### config.mk
export PLATFORM = sky130hd
export DESIGN_NAME = usr_shift_engine
export DESIGN_NICKNAME = d
export VERILOG_FILES = /design/src/rtl/usr_shift_engine.sv
export SDC_FILE = /design/constraint.sdc
export NUM_CORES = 1
export LEC_CHECK = 0
export CELL_PAD_IN_SITES_DETAIL_PLACEMENT = 1
export CELL_PAD_IN_SITES_GLOBAL_PLACEMENT = 1
export CORE_MARGIN = 4
export CORE_UTILIZATION = 31
export CTS_BUF_LIST = sky130_fd_sc_hd__clkbuf_4 sky130_fd_sc_hd__clkbuf_8 sky130_fd_sc_hd__clkbuf_16
export DETAILED_ROUTE_END_ITERATION = 8
export GPL_TIMING_DRIVEN = 0
export PLACE_DENSITY = 0.8
export RECOVER_POWER = 50
export SYNTH_ARGS = -nofsm -noshare
export SYNTH_HDL_FRONTEND = slang
export SYNTH_SLANG_ARGS = --single-unit
### constraint.sdc
create_clock -name clk -period 1.54 [get_ports clk]
set_clock_uncertainty 0.15 [all_clocks]
set_input_delay 0.154 -clock clk [delete_from_list [all_inputs] [get_ports clk]]
set_output_delay 0.154 -clock clk [all_outputs]
set_load 0.01 [all_outputs]
### src/rtl/usr_shift_engine.sv
// Universal shift register: load/clear/shift/rotate with a command handshake.
// Rotate opcodes are built only when USR_SHIFT_ROTATE_EN is defined.
module usr_shift_engine #(
  parameter int WIDTH = 8,
  parameter int CNT_W = 4
) (
  input  logic             clk,
  input  logic             rst,
  input  logic             cmd_valid,
  output logic             cmd_ready,
  input  logic [2:0]       cmd_op,
  input  logic [CNT_W-1:0] cmd_cnt,
  input  logic [WIDTH-1:0] load_data,
  input  logic             sin_r,
  input  logic             sin_l,
  output logic [WIDTH-1:0] q,
  output logic             sout_r,
  output logic             sout_l,
  output logic             busy,
  output logic             done
);

  localparam logic [2:0] OP_NOP = 3'b000;
  localparam logic [2:0] OP_LD  = 3'b001;
  localparam logic [2:0] OP_SHR = 3'b010;
  localparam logic [2:0] OP_SHL = 3'b011;
  localparam logic [2:0] OP_CLR = 3'b100;
  localparam logic [2:0] OP_ROR = 3'b101;
  localparam logic [2:0] OP_ROL = 3'b110;

  localparam logic [CNT_W-1:0] ONE = CNT_W'(1);
  localparam logic [CNT_W-1:0] ZERO = '0;

  typedef enum logic {
    IDLE  = 1'b0,
    SHIFT = 1'b1
  } state_t;

  state_t           state, state_n;
  logic [WIDTH-1:0] q_n;
  logic [WIDTH-1:0] step;
  logic [CNT_W-1:0] rem, rem_n;
  logic [2:0]       op_r, op_n;
  logic             done_n;
  logic             is_ld, is_clr, is_sh, is_rot;
  logic             multi;

  assign busy      = (state == SHIFT);
  assign cmd_ready = ~busy;
  assign sout_r    = q[0];
  assign sout_l    = q[WIDTH-1];

  assign is_ld  = (cmd_op == OP_LD);
  assign is_clr = (cmd_op == OP_CLR);
  assign is_sh  = (cmd_op == OP_SHR) | (cmd_op == OP_SHL);
`ifdef USR_SHIFT_ROTATE_EN
  assign is_rot = (cmd_op == OP_ROR) | (cmd_op == OP_ROL);
`else
  assign is_rot = 1'b0;
`endif
  assign multi = (is_sh | is_rot) & (cmd_cnt != ZERO);

  // One-bit step of the latched operation
  always_comb begin
    step = q;
    unique case (op_r)
      OP_SHR:  step = {sin_r, q[WIDTH-1:1]};
      OP_SHL:  step = {q[WIDTH-2:0], sin_l};
`ifdef USR_SHIFT_ROTATE_EN
      OP_ROR:  step = {q[0], q[WIDTH-1:1]};
      OP_ROL:  step = {q[WIDTH-2:0], q[WIDTH-1]};
`endif
      default: step = q;
    endcase
  end

  always_comb begin
    state_n = state;
    q_n     = q;
    rem_n   = rem;
    op_n    = op_r;
    done_n  = 1'b0;
    unique case (state)
      IDLE: begin
        if (cmd_valid) begin
          if (multi) begin
            state_n = SHIFT;
            rem_n   = cmd_cnt;
            op_n    = cmd_op;
          end else begin
            done_n = 1'b1;
            unique case (1'b1)
              is_ld:   q_n = load_data;
              is_clr:  q_n = '0;
              default: q_n = q;
            endcase
          end
        end
      end
      SHIFT: begin
        q_n   = step;
        rem_n = rem - ONE;
        if (rem == ONE) begin
          state_n = IDLE;
          done_n  = 1'b1;
        end
      end
      default: state_n = IDLE;
    endcase
  end

  always_ff @(posedge clk or negedge rst) begin
    if (!rst) begin
      state <= IDLE;
      q     <= '0;
      rem   <= '0;
      op_r  <= OP_NOP;
      done  <= 1'b0;
    end else begin
      state <= state_n;
      q     <= q_n;
      rem   <= rem_n;
      op_r  <= op_n;
      done  <= done_n;
    end
  end

endmodule

---- Word-level counts from Yosys, hierarchy flattened ----
Index checks and enable logic that the tools add are counted.
Widths: inputs -> output; s select.
word-level totals
  bits in registers ....................... 17
  latch bits .............................. 0
  RAM bits ................................ 0
  memory bits (read-only) ................. 0
  logic and storage cells ................. 41
  memories ................................ 0
cells by class
  $add $sub $neg .......................... 1
  multipliers ............................. 0
  div/mod/pow operators ................... 0
  order comparisons ....................... 0
  eq/ne operators ......................... 12
  shifts and indexed selects .............. 0
  multiplexer cells ....................... 16
  bitwise operators ....................... 3
  reductions and logical operators ........ 4
operators with widths
  cell                 count
  $pmux 8 s2           3
  $mux 8               2
  $eq 3x2->1 const B   4
  $mux 4               2
  $pmux 4 s2           1
  $mux 1               6
  $ne 3x1->1 const B   2
  $eq 4x1->1 const B   1
  $ne 2x2->1 const B   2
  $pmux 1 s2           2
  $reduce_and 4->1     1
  $reduce_bool 4->1    1
  $sub 4x1->4 const B  1
  $eq 3x1->1 const B   1
  $eq 3x3->1 const B   1
  $reduce_and 3->1     1
  $ne 2x1->1 const B   1
  $reduce_and 2->1     1
  $and 1x1->1          1
  $not 1->1            1
  $or 1x1->1           1

---- Longest topological paths before layout ----
Gate-level depths: netlist of the first run.
  depth in word-level cells ............... 6
  gate-level depth with buffers ........... 5
  gate-level depth less buffers ........... 5

---- Worst setup path before layout of the first run ----
No wires, ideal clock.
  kind .................................... reg-to-reg
  start point ............................. register state, in the netlist busy
  end point ............................... register q[7]
  library setup time ...................... 0.077 ns
  arrival time ............................ 1.258 ns
  required time ........................... 1.313 ns
  path slack .............................. 0.055 ns
  cell stages (with the launch flop) ...... 6
  path buffers ............................ 1
  cell sequence ........................... dfrtp_1 > nand2b_4 > o31ai_4 > buf_6 > nor2_1 > a21oi_1
on the way
  cells in the longest elaborated chain, start to end .. 3
ends and longest elaborated chain
  what                                                RTL line  text
  start, declared                                     39        state_t state, state_n;
  start signal, assigned                              120       state <= state_n;
  $not 1->1 (no line)                                 --
  $ne 3x1->1 (no line) or $ne 2x2->1 (tied branches)  --
  $reduce_and 4->1 (no line)                          --
  end signal, assigned                                121       q <= q_n;
  end, declared                                       16        output logic [WIDTH-1:0] q,
Several ways; a longest one is shown, not always the timed one.
A chain may end at the register's enable or synchronous reset.

---- Final worst setup path of the first run ----
  start point ............................. register state, in the netlist busy
  end point ............................... output port cmd_ready
on the way
  cells in the longest elaborated chain, start to end .. 1
ends and longest elaborated chain
  what                 RTL line  text
  $not 1->1 (no line)  --
  end, declared        10        output logic cmd_ready,
Every way passes these cells.

==> impl.org, run 1 <==
** Outcome
- The run finished, with violations left.
- The checks that failed: setup timing.

** Critical path
- Reg2reg setup slack :: -0.02 ns
- Worst setup path startpoint :: busy$_DFF_PN0_
- Slowest cell on the critical path :: sky130_fd_sc_hd__dfrtp_2
- Along the worst path, the maximum fanout reaches 10.
- The worst setup path is captured at an output port.
- In this run the critical register-to-register path is launched from busy$_DFF_PN0_.
- Delay contributed by the slowest stage of the critical path :: 0.40 ns
- Cell Chain, Critical Path :: buf_6, clkinv_4, dlygate4sd2_1
- Category of the critical setup timing path :: reg -> out
- Data on the critical path is required at its endpoint by 1.24 ns.
- Crit start category :: flip-flop
- Critical Path AT :: around 1.3 ns

** STA
- Once routing completed, OpenROAD measured the worst setup slack at -0.01856 ns.
- Final setup violation count :: 5
- Clock period minus final worst setup slack :: approximately 1.6 ns
- Pins over their slew limit :: 0
- For the pin with the worst max-slew slack, the measured transition is ~0.86 ns.
- After routing, the total negative slack on setup checks comes to -0.05244 ns.
- Final count of hold timing violations :: 0
- Measured against its own limit, the worst slew margin works out to a little over two fifths.
- Share of the clock period used by the worst path after layout :: 101.2%
- FMAX :: around 640 MHz
- RSZ-0062 raised after global routing :: true

** Clock tree
- Post-CTS clock slew at the launch and capture registers of the worst setup and hold paths :: approximately 0.11 ns
- Deepest level of the CTS H-tree :: 1
- TritonCTS built the clock tree.
- No sink is reached through more buffers than the 2 on the longest clock path.
- Root Buffer Master :: sky130_fd_sc_hd__clkbuf_4
- Counting every sink on the clock net gives 17.
- Number of buffers inserted by hold repair at cts :: 0
- Number of buffers added by the clock tree synthesis step :: 3
- Clock latency of the later-clocked register in the worst-skew pair :: around 0.30 ns

** Synth
- Post-synth EDFFs :: 0
- Share of the synthesized area in compound gates (AO/OA/AOI/OAI) :: ~15%
- After Yosys synthesis, full adders, half adders and majority gates account for around 2.5% of the synthesized area.
- During synthesis, Yosys emitted a total of 0 warnings.
- Of the total synthesized cell area, the portion taken by AND, OR, NAND and NOR gates is between 10% and 20%.
- Post-synthesis area per instance :: about 11 um2
- The mapped netlist covers roughly 1000 um2.
- Combinational family with the most area after synthesis :: multiplexers
- The portion of synthesized area spent on multiplexers is approximately 18%.
- Xor-xnor portion of the synthesized cell area :: under 10%
- After technology mapping, the gate count stands at 89.
- Among all flip-flop cells after synthesis, the most frequent one is sky130_fd_sc_hd__dfrtp_1.
- Sequential-to-total area share from yosys stat :: 42.98%
- Counting flops with an async set or reset pin after synthesis yields a share of between 90% and 100%.
- Mapped Nets :: roughly 110
- Number of distinct library cells after synthesis :: 29
- Synth Register Bits :: 17

** Placed design
- Number of buffer cells added on primary ports :: 32
- Dpl cell area :: between 1000 and 1500 um2
- GP Congestion :: just under 0.8

** Die
- Initial core utilization :: 32.42%
- # rows :: 20
- Die Area :: between 4000 and 5000 um2
- The die is 64.50 um wide.
- Top-level I/O count :: 33
- The floorplan step set the die height to approximately 65 um.
- Core Region :: 3053 um2

** Power and ir drop
- Worst VDD drop :: slightly above 0.7 mV
- Power spread over the standard cell area amounts to around 1900 nW/um2.
- The completed layout was analyzed and its total power is ~0.0028 W.
- Summed over all cells, the static leakage comes to around 0.7 nW.

** Detailed routing
- In the final routed layout, each cell accounts on average for ~16 um.
- DRC violations left :: 0
- The first detailed-routing pass took 4 iterations.
- Detailed Route WL :: 2.807 mm
- Using the TritonRoute via totals, the vias-per-cell ratio works out to 4.955.
- In this run, the number of DRC markers left after iteration 0 of detailed routing was 43.
- Total vias in the final route :: roughly 900
- The detail route stage leaves a number of antenna-violating nets equal to 0.

** Final layout
- The area growth from synthesis to layout is 50.95%.
- After filler insertion, the fill cell instance count of the layout stands at around 350.
- In the final design database the tool counted 156 nets.
- Share of cells above drive strength 1 :: between 20% and 30%
- The number of antenna diodes in the final layout is 0.
- Post-route core utilization :: 48.93%
- With fillers left out, the area of the finished cells amounts to roughly 1500 um2.

** Global routing
- Global routing consumed, over all layers together, between 10% and 20% of the routing resources.
- Global routing finished with a remaining overflow of 0.
- Wire length of the first global-routing pass :: about 4.9 mm
- The via count of the first global-routing pass came to slightly above 1000.
- Pin count of the biggest net entering global routing :: 18
- The number of antenna violations at the first check in global routing is 0.

** Min path
- The worst hold path belongs to the class in -> reg.
- In this run the most critical hold path is launched from cmd_cnt[2].

** Job
- Across the run, the number of max-cap violations was 0.
worst paths after layout:
kind | endpoint | depth (start not counted)
worst max register to register | q[7]$_DFFE_PN0P_ | 6
min in group asynchronous | rem[3]$_DFFE_PN0P_ | 1
max in group asynchronous | busy$_DFF_PN0_ | 1
worst min register to register | op_r[2]$_DFFE_PN0P_ | 1
worst min-delay path | rem[2]$_DFFE_PN0P_ | 3
worst max-delay path | cmd_ready | 3
Yosys cell counts (all sizes together) (2+ instances only):
master  number  area, um2
inv          2      7.510
a22oi        8      60.06
mux2         9      105.1
nand3b       2      18.77
a21oi       10      50.05
ha           2      25.02
mux2i        7      70.07
dfrtp       17      425.4
buf          5      42.53
nor2        12      52.55
xnor2        2      17.52
placed cells by master (no fill, tap or decap), drive strengths merged, types with 2 or more instances in the layout:
cell	netlist	final
buf	5	13
a21oi	10	10
clkdlybuf4s50	0	17
ha	2	2
inv	2	2
mux2i	7	7
dlygate4sd2	0	7
dfrtp	17	17
mux2	9	9
clkinv	1	2
xnor2	2	2
a22oi	8	8
dlymetal6s2s	0	7
nand3b	2	2
clkbuf	0	3
nor2	12	12
worst max-delay path, delay by kind of cell, from the launching register on:
kind,cells,cell delay (ns)
buffers and inverters,3,0.55
DFF,1,0.40
final cells by class:
type                       instances  area (um2)  area share (%)
tap                               44       55.05           3.685
buffer                             5       48.80           3.266
clock buffer                       3       22.52           1.508
multi-input combinational         64       530.5           35.51
sequential                        17       426.7           28.56
clock inverter                     1       5.005          0.3350
inverter                           3       16.27           1.089
timing repair buffer              40       389.1           26.05
registers in the layout, summed over array words and instances, names as in the netlist:
name	count
q	8
busy	1
done	1
op_r	3
rem	4
metal layers:
layer / routed length, um / part of all wire [%] / global-route usage [%]
met5: 0 / 0 / 0
met4: 57 / 2.0 / 6.596
met3: 146 / 5.2 / 3.813
met2: 1463 / 52 / 27.32
met1: 1140 / 41 / 16.54
through the flow:
stage                     hold WS (ns)  setup WS (ns)  std cells
after floorplan                -0.2916        0.05461         89
after global placement          0.3282        -0.3739        165
after detailed placement        0.3588        -0.5051        165
after CTS                       0.1808       -0.02617        177
after global routing           0.07737        -0.1019        177
final                          0.08541       -0.01856        177
cell families (layout without fill, tap and decap cells):
logic type	Yosys count	after routing
AND/OR/NAND/NOR	22	22
AO/OA/AOI/OAI	21	21
flip-flops	17	17
multiplexers	16	16
buffers and inverters	8	52
XOR/XNOR	3	3
adder cells (fa/ha/maj)	2	2
timing repair:
action                                  CTS  global route
pin swaps                                 1             2
endpoints found under the setup margin   25            17
gates resized for setup                  14             8
cloned                                    0             0
buffers inserted                          8             0
endpoints found under the hold margin     0             0
report_power, final:
group	internal (W)	leakage (nW)	switching [W]
logic	0.000953	0.493	0.000809
clock network	0.0000968	0.0177	0.000154
registers	0.000657	0.194	0.000164
total	0.00171	0.705	0.00113
Power figures use the tool's default switching activity.
==> run 2: changes to the inputs <==
--- a/config.mk
+++ b/config.mk
@@ -10,6 +10,7 @@
 export CORE_MARGIN = 4
 export CORE_UTILIZATION = 31
 export CTS_BUF_LIST = sky130_fd_sc_hd__clkbuf_4 sky130_fd_sc_hd__clkbuf_8 sky130_fd_sc_hd__clkbuf_16
+export CTS_CLUSTER_SIZE = 8
 export DETAILED_ROUTE_END_ITERATION = 8
 export GPL_TIMING_DRIVEN = 0
 export PLACE_DENSITY = 0.8
==> results of run 2 <==
No change in the layout: final DEF, timing and power equal those of run 1.
==> run 3: changes to the inputs <==
--- a/config.mk
+++ b/config.mk
@@ -10,11 +10,13 @@
 export CORE_MARGIN = 4
 export CORE_UTILIZATION = 31
 export CTS_BUF_LIST = sky130_fd_sc_hd__clkbuf_4 sky130_fd_sc_hd__clkbuf_8 sky130_fd_sc_hd__clkbuf_16
+export CTS_CLUSTER_DIAMETER = 40
 export CTS_CLUSTER_SIZE = 8
 export DETAILED_ROUTE_END_ITERATION = 8
 export GPL_TIMING_DRIVEN = 0
 export PLACE_DENSITY = 0.8
 export RECOVER_POWER = 50
+export SKIP_CTS_REPAIR_TIMING = 1
 export SYNTH_ARGS = -nofsm -noshare
 export SYNTH_HDL_FRONTEND = slang
 export SYNTH_SLANG_ARGS = --single-unit
==> run 3 against run 2 <==
The run still ends with setup timing left. Final area grew 9.2%. Sequential cell count unchanged. First-iteration DRC count is 28% lower. Routed wire length grew 7.3%. Die area unchanged. Worst setup slack worse by 0.12 ns. Core utilization grew 4.5 points. Final cell count rose by 5.6%. Count of clock-buffer cells in the layout did not move. Via count rose by 3.5%.
==> impl.org, run 3 (synthesis gave the netlist of run 1 again) <==
** Die
- The core region is ~3100 um2.
- Height of the die :: 64.50 um
- Initial core utilization :: between 30% and 40%
- # rows :: 20
- Die Area :: between 4000 and 5000 um2
- Measured along the x axis, the die boundary spans 64.50 um.
- Top-level I/O count :: 33

** Detailed routing
- Starting DRT DRC Count :: 31
- DRC violations left :: 0
- Via-per-instance ratio :: approximately 4.9
- Final antenna-violating net count :: 0
- Detailed Route WL :: ~3 mm
- For this run, the detailed router's first-pass iteration total came to 4.
- Dividing the detail-routed wire length by the instance count gives around 16 um.
- The detailed router placed ~910 vias in this run.

** Clock tree
- Deepest level of the CTS H-tree :: 1
- Number of buffers added by the clock tree synthesis step :: 3
- Post-CTS clock slew at the launch and capture registers of the worst setup and hold paths :: ~0.12 ns
- Clock latency of the later-clocked register in the worst-skew pair :: ~0.3 ns
- Root Buffer Master :: sky130_fd_sc_hd__clkbuf_4
- TritonCTS clock tree :: yes
- No sink is reached through more buffers than the 2 on the longest clock path.
- Clock tree sinks :: 17

** STA
- For the pin with the worst max-slew slack, the measured transition is between 0.8 and 0.9 ns.
- FMAX :: roughly 600 MHz
- Subtracting the final worst setup slack from the clock period gives roughly 1.7 ns.
- After layout, the worst setup slack is -0.1348 ns.
- Worst hold slack after final layout :: between 0.08 and 0.09 ns
- Setup total negative slack on the finished layout was measured at -0.8732 ns.
- Setup repair after global routing could not meet its margin everywhere.
- Headroom to the max-slew limit came out at between 40% and 50%.
- Final setup violation count :: 9
- Final count of hold timing violations :: 0
- Pins over their slew limit :: 0
- In the finished design, the share of the clock period the worst path needs comes to 108.8%.

** Global routing
- GRT Residual Overflow :: 0
- Number of antenna violations at the first check in global routing :: 0
- The via count of the first global-routing pass came to 937.
- Global Route Usage Sum :: between 10% and 20%
- Wire length of the first global-routing pass :: ~4.5 mm
- Pin count of the biggest net entering global routing :: 18

** Final layout
- The area growth from synthesis to layout is 64.85%.
- Largest regs :: q: 8 flops, rem: 4 flops, op_r: 3 flops
- In the layout the commonest cells are sky130_fd_sc_hd__buf_4, sky130_fd_sc_hd__clkdlybuf4s50_1, sky130_fd_sc_hd__dfrtp_1.
- Cell Count, Final, Fillers Out :: between 150 and 200
- Final nets :: 166
- The register with the most flip-flops in the layout has 8 of them.
- For this run, the share of the core covered by cells in the final layout is between 50% and 60%.
- # diodes :: 0
- Of the cells placed in the final design, the portion with a size suffix greater than 1 is between 30% and 40%.
- Reg with most FFs :: q

** Critical path
- Category of the critical setup timing path :: reg -> reg
- For the worst setup path, the data required time is around 1.6 ns.
- STA classifies the critical path startpoint as a flip-flop.
- Critical Path AT :: 1.76 ns
- CP max FO :: 7
- Critical Path Sink Type :: flip-flop

** Power and ir drop
- Power spread over the standard cell area amounts to between 1500 and 2000 nW/um2.
- VDD sags by at most 0.7493 mV.
- Share of power burned in the clock network :: around 7.8%
- Share of power burned in combinational logic :: around two thirds
- Summed over all cells, the static leakage comes to slightly below 0.8 nW.
- Internal Dissipation :: 0.001968 W
- Net switching is 39.56% of the power.
- Per report_power, the sequential group accounts for between 20% and 30% of the total.
- Net Sw Power :: 0.001288 W

** Job
- Max-cap violations in this run came to 0.

** Min path
- The worst hold path belongs to the class in -> reg.

** Placed design
- Port buffering added 32 buffers.
- GP Congestion :: ~0.77
- Once placement completed, the tool counted placed cells totaling ~170.

** Outcome
- The flow ran to the end, but the final reports show violations.
- Violations in the final reports :: setup timing
==> run 3: worst max-delay path: stages, from the launching register on <==
cell and delay, ns:
sky130_fd_sc_hd__dfrtp_2 0.47, sky130_fd_sc_hd__buf_6 0.13, sky130_fd_sc_hd__nand2b_4 0.14, sky130_fd_sc_hd__o31ai_4 0.35, sky130_fd_sc_hd__buf_6 0.18, sky130_fd_sc_hd__nor2_2 0.03, sky130_fd_sc_hd__a21oi_1 0.13
==> run 3: cell type report <==
cell class	instances	area, um2
plain buffers	5	45.04
inverters	3	15.01
repair buffers	50	496.7
fillers	340	1421
multi-input cells	64	564.3
well taps	44	55.05
flip-flops and latches	17	427.9
clock inverters	1	5.005
clock buffers	3	22.52
==> run 3: through the flow <==
stage / setup slack, ns / total power, W / cell area, um2
2_1_floorplan: 0.05461 / 0.001831 / 989.7
3_3_place_gp: -0.3739 / 0.002385 / 1365
3_5_place_dp: -0.5051 / 0.002477 / 1365
4_1_cts: -0.7562 / 0.002736 / 1393
5_1_grt: -0.2231 / 0.003517 / 1632
6_report: -0.1348 / 0.003256 / 1632
==> run 3: final timing paths <==
path                                     startpoint             endpoint  slack [ns]  cells past startpoint
worst max-delay path                 busy$_DFF_PN0_     q[3]$_DFFE_PN0P_       -0.13                      6
worst min-delay path                     cmd_cnt[2]   rem[2]$_DFFE_PN0P_        0.08                      3
worst max register to register       busy$_DFF_PN0_     q[3]$_DFFE_PN0P_       -0.13                      6
worst min register to register  op_r[2]$_DFFE_PN0P_  op_r[2]$_DFFE_PN0P_        0.40                      1
max in group asynchronous                       rst       busy$_DFF_PN0_        0.39                      1
min in group asynchronous                       rst     q[4]$_DFFE_PN0P_        0.26                      1
==> run 3: per-layer routing <==
layer  vias to the layer above  part of all wire (%)  GRT usage, %
met5                         -                     0             0
met4                         0                  0.86         5.013
met3                         2                   5.2         3.466
met2                        31                    51         23.97
met1                       447                    43         16.76
li1                        428                     -             -
==> run 3: power by group through the flow <==
stage	Sequential [W]	Combinational [W]	Clock [W]
floorplan	0.000889	0.000942	0
global placement	0.000869	0.00152	0
detailed placement	0.000885	0.00159	0
CTS	0.000875	0.00160	0.000265
global route	0.000886	0.00235	0.000285
finish	0.000856	0.00215	0.000253
